===== config.mk =====
export PLATFORM = sky130hd
export DESIGN_NAME = serializer_piso_param
export DESIGN_NICKNAME = d
export VERILOG_FILES = /design/src/rtl/serializer_piso_param.sv
export SDC_FILE = /design/constraint.sdc
export NUM_CORES = 1
export LEC_CHECK = 0
export BUFFER_PORTS_ARGS = -buffer_cell sky130_fd_sc_hd__buf_2
export CAP_MARGIN = 20
export CORE_AREA = 5 5 42 44
export CTS_BUF_LIST = sky130_fd_sc_hd__clkbuf_2 sky130_fd_sc_hd__clkbuf_4 sky130_fd_sc_hd__clkbuf_8
export DETAILED_ROUTE_END_ITERATION = 8
export DIE_AREA = 0 0 47 49
export GPL_TIMING_DRIVEN = 0
export PLACE_DENSITY = 0.72
export SKIP_LAST_GASP = 1
export SLEW_MARGIN = 20
export SYNTH_ARGS = -nofsm -noshare
export SYNTH_HDL_FRONTEND = slang
export SYNTH_SLANG_ARGS = --single-unit

===== constraint.sdc =====
create_clock -name clk -period 3.55 [get_ports clk]
set_input_delay 0.1775 -clock clk [delete_from_list [all_inputs] [get_ports clk]]
set_output_delay 0.1775 -clock clk [all_outputs]
set_load 0.1 [all_outputs]

===== src/rtl/serializer_piso_param.sv =====
// Parametrised parallel-in/serial-out serializer with valid/ready load and per-bit strobe.
// Optional even-parity bit after the data word when SERIALIZER_PARITY_EN is defined.
module serializer_piso_param #(
  parameter int   DATA_WIDTH = 8,
  parameter int   BIT_CYCLES = 1,
  parameter bit   MSB_FIRST  = 1'b1,
  parameter logic IDLE_LEVEL = 1'b0
) (
  input  logic                  clk,
  input  logic                  rst,
  input  logic [DATA_WIDTH-1:0] din,
  input  logic                  din_valid,
  output logic                  din_ready,
  output logic                  sdata,
  output logic                  tx_active,
  output logic                  bit_strobe,
  output logic                  tx_done
);

  localparam int BIT_W = $clog2(DATA_WIDTH + 1);
  localparam int DIV_W = $clog2(BIT_CYCLES + 1);
  localparam logic [BIT_W-1:0] BIT_LAST = BIT_W'(DATA_WIDTH - 1);
  localparam logic [DIV_W-1:0] DIV_LAST = DIV_W'(BIT_CYCLES - 1);

`ifdef SERIALIZER_PARITY_EN
  typedef enum logic [1:0] {ST_IDLE, ST_SHIFT, ST_PARITY} state_t;
`else
  typedef enum logic [0:0] {ST_IDLE, ST_SHIFT} state_t;
`endif

  state_t                state_reg, state_next;
  logic [DATA_WIDTH-1:0] shift_reg, shift_next, shift_adv;
  logic [BIT_W-1:0]      bit_cnt_reg, bit_cnt_next;
  logic [DIV_W-1:0]      div_cnt_reg, div_cnt_next;
  logic                  sdata_reg, sdata_next;
  logic                  div_last, bit_last, word_end, can_load;
`ifdef SERIALIZER_PARITY_EN
  logic                  parity_reg, parity_next;
`endif

  generate
    if (MSB_FIRST) begin : g_msb
      assign shift_adv = {shift_reg[DATA_WIDTH-2:0], 1'b0};
    end else begin : g_lsb
      assign shift_adv = {1'b0, shift_reg[DATA_WIDTH-1:1]};
    end
  endgenerate

  assign div_last = (div_cnt_reg == DIV_LAST);
  assign bit_last = (bit_cnt_reg == BIT_LAST);
`ifdef SERIALIZER_PARITY_EN
  assign word_end = (state_reg == ST_PARITY) && div_last;
`else
  assign word_end = (state_reg == ST_SHIFT) && div_last && bit_last;
`endif
  // A new word may load from idle or on the final clock of the current word.
  assign can_load = (state_reg == ST_IDLE) || word_end;

  always_ff @(posedge clk) begin
    if (rst) begin
      state_reg   <= ST_IDLE;
      shift_reg   <= '0;
      bit_cnt_reg <= '0;
      div_cnt_reg <= '0;
      sdata_reg   <= IDLE_LEVEL;
`ifdef SERIALIZER_PARITY_EN
      parity_reg  <= 1'b0;
`endif
    end else begin
      state_reg   <= state_next;
      shift_reg   <= shift_next;
      bit_cnt_reg <= bit_cnt_next;
      div_cnt_reg <= div_cnt_next;
      sdata_reg   <= sdata_next;
`ifdef SERIALIZER_PARITY_EN
      parity_reg  <= parity_next;
`endif
    end
  end

  always_comb begin
    state_next   = state_reg;
    shift_next   = shift_reg;
    bit_cnt_next = bit_cnt_reg;
    div_cnt_next = div_cnt_reg;
`ifdef SERIALIZER_PARITY_EN
    parity_next  = parity_reg;
`endif
    if (can_load && din_valid) begin
      state_next   = ST_SHIFT;
      shift_next   = din;
      bit_cnt_next = '0;
      div_cnt_next = '0;
`ifdef SERIALIZER_PARITY_EN
      parity_next  = ^din;
`endif
    end else begin
      case (state_reg)
        ST_SHIFT: begin
          if (!div_last) begin
            div_cnt_next = div_cnt_reg + DIV_W'(1);
          end else begin
            div_cnt_next = '0;
            if (!bit_last) begin
              shift_next   = shift_adv;
              bit_cnt_next = bit_cnt_reg + BIT_W'(1);
            end else begin
              bit_cnt_next = '0;
`ifdef SERIALIZER_PARITY_EN
              state_next   = ST_PARITY;
`else
              state_next   = ST_IDLE;
`endif
            end
          end
        end
`ifdef SERIALIZER_PARITY_EN
        ST_PARITY: begin
          if (!div_last) begin
            div_cnt_next = div_cnt_reg + DIV_W'(1);
          end else begin
            div_cnt_next = '0;
            state_next   = ST_IDLE;
          end
        end
`endif
        default: state_next = ST_IDLE;
      endcase
    end

    // sdata is registered, so it is derived from the state being entered.
    sdata_next = IDLE_LEVEL;
    if (state_next == ST_SHIFT) begin
      sdata_next = MSB_FIRST ? shift_next[DATA_WIDTH-1] : shift_next[0];
    end
`ifdef SERIALIZER_PARITY_EN
    if (state_next == ST_PARITY) begin
      sdata_next = parity_next;
    end
`endif
  end

  always_comb begin
    sdata      = sdata_reg;
    tx_active  = (state_reg != ST_IDLE);
    bit_strobe = !rst && (state_reg != ST_IDLE) && (div_cnt_reg == '0);
    tx_done    = !rst && word_end;
    din_ready  = !rst && can_load;
  end

endmodule

==> impl_metrics.yaml <==
global_route:
  grt_pass1_wl_mm: 2.36
  grt_max_degree: 11
  grt_remaining_overflow: 0
  track_usage_pct: 13.6
  grt_pass1_vias: 565
  antenna_found_initial: 0
clock_tree:
  clock_sinks: 13
  post_cts_buffers: 0
  insertion_delay_ns: 0.28
  cts_resized: 0
  cts_hold_buffers: 0
  clkTransAtPathRegs_ns: 0.07
  htree_levels: 1
  cts_made_buffers: 3
  clock_path_buffers: 2
  root_buffer: "clkbuf_4"
  tritoncts: "done"
critical_path:
  crit_arrival_ns: 1.89
  cp_max_fo: 8
  path_common_cell: "nor2_1"
  reg2reg_depth: 5
  timing.critical_path.max_delay_family: "simple AND/OR/NAND/NOR gates"
  crit_chain: "ha_1 > and3b_1 > buf_6 > nor2_1 > nor2_1 > buf_2"
  endpoint_kind: "primary output"
  cp.depth: 6
  timing.rr.start: "bit_cnt_reg[0]$_SDFFE_PP0P_"
  path_class: "flop to primary output"
  startpoint: "bit_cnt_reg[0]$_SDFFE_PP0P_"
  critPathSlowestCell: "dfxtp_1"
  slowest_delay_ns: 0.35
  critPathLaunchType: "flop"
  critical_path_buf_inv_count: 2
  crit_required_ns: 3.37
placement:
  gp_congestion: 0.746
  dpl_cell_area_um2: 712
  hpwl_um: 951
  numPortBuffers: 13
final_layout:
  syn2layout_area_growth_pct: 19.3
  fin_area_um2: 742
  largest_reg_flops: 7
  fin_nets: 97
  layout_commonest_cell: "buf_2"
  diodes: 0
  final_cell_mix: "15 x buf_2, 13 x dfxtp_1, 7 x mux2i_1, 7 x nor3_1, 7 x a211oi_1"
  drive_above_1_share_pct: 28.6
  n_fill_cell: 144
die:
  rows: 14
  io_pins: 16
  die_h_um: 49
  dieArea_um2: 2300
  die_w_um: 47
  start_util_pct: 44.4
  coreArea_um2: 1400
pwr:
  p_clk_share_pct: 31.0
  p_seq_share_pct: 49.9
  finalPower_w: 0.000323
  intPower_w: 0.000226
  switching_power_w: 0.0000973
  powerDensity_nw_per_um2: 435
  combPwrFrac_pct: 19.1
  ir_worst_vdd_v: 0.000243
  leakage_nw: 0.327
  p_sw_share_pct: 30.1
logic_synthesis:
  synth.avg_cell_area_um2: 9.28
  synth_edf_count: 0
  syn_inst: 67
  synth-warning-count: 0
  synth_top_flop_cell: "dfxtp_1"
  ys_seq_area_share_pct: 41.9
  async_flop_share_pct: 0
  synth_cell_types: 24
  synth_seq_cells: 13
  mappedNetlistArea_um2: 622
  syn-num-nets: 79
drt:
  drt_iter0_drc: 16
  wire_per_inst_um: 13.1
  finalWirelength_mm: 1.31
  vias_per_cell: 5.59
  first_pass_iters: 4
  num_vias: 559
  remaining_drc_errors: 0
  detail-route-antenna-nets: 0
hold_path:
  worstHoldStart: "din[7]"
  hold_path_depth: 3
  min_path_type: "primary input to flop"
run:
  drv_cap: 0
timing:
  final-setup-viol-count: 0
  max_freq_mhz: 485
  slew_violations: 0
  final.setup.tns_ns: 0
  rsz0062_at_grt: "false"
  period_needed_ns: 2.06
  tightest_slew_ns: 0.485
  worst_slew_margin_rel_pct: 67.7
  fin_crit_sh_pct: 58.1
  fin_worst_skew_ns: 0.00311
  hold_viol: 0
status:
  outcome: "completed"
-- cells in the mapped netlist, drive strengths merged (2+ instances only) --
master  count  area [um2]
nand4       2        12.5
a211oi      7        52.6
inv         2        7.51
nor2        6        22.5
clkbuf      2        7.51
nand2       4        15.0
buf         4        28.8
nor3        8        40.0
mux2i       7        70.1
dfxtp      13         260
-- final timing paths --
kind	slack, ns	to
hold / removal	0.15	sdata$_SDFF_PP0_
setup / recovery	1.49	din_ready
setup reg to reg	2.08	sdata$_SDFF_PP0_
hold reg to reg	0.50	sdata$_SDFF_PP0_
-- layout make-up --
class                      instances  area, um2  share of cell area, %
sequential                        13        260                   35.1
clock buffer                       4       30.0                   4.05
multi-input combinational         46        323                   43.5
inverter                           2       7.51                   1.01
tap                               16       20.0                   2.70
buffer                             6       36.3                   4.89
timing repair buffer              13       65.1                   8.77
-- worst reg2reg max path, cell delays in order, from the launching register on --
cell	delay [ns]
dfxtp_1	0.35
ha_1	0.26
and3b_1	0.20
buf_6	0.13
nor2_1	0.30
o31ai_1	0.12
-- through the flow --
step           std cells  util (%)  hold WS, ns  worst slack (ns)
3_5_place_dp          96      50.8        0.446              1.81
6_report             100      52.9        0.150              1.49
5_1_grt              100      52.9        0.159              1.38
4_1_cts              100      52.9        0.151              1.50
2_1_floorplan         67         -        0.324             0.739
3_3_place_gp          96      50.8        0.444              1.84
-- per-layer routing --
layer  GRT usage (%)  up-vias  part of all wire (%)
met5               0        -                     0
met4            8.29        0                   3.0
met3            2.21        5                   5.3
met2            19.5       18                    44
met1            18.5      254                    47
li1                -      282                     -
-- power groups by stage --
stage          clock, W  combinational [W]  sequential (W)
5_1_grt        0.000107          0.0000672        0.000162
4_1_cts        0.000101          0.0000617        0.000161
6_report       0.000100          0.0000616        0.000161
3_3_place_gp          0          0.0000606        0.000164
2_1_floorplan         0          0.0000385        0.000174
3_5_place_dp          0          0.0000615        0.000164
-- cells by family after synthesis --
family	share of synthesized area [%]
and+or+nand+nor	19.3
AOI/OAI and AO/OA	17.1
xor gates and xnor gates	1.41
DFF	41.9
adders and majority gates	2.01
buffers and inverters	7.04
muxes	11.3
Note: power is estimated with default switching activity, not from simulation.
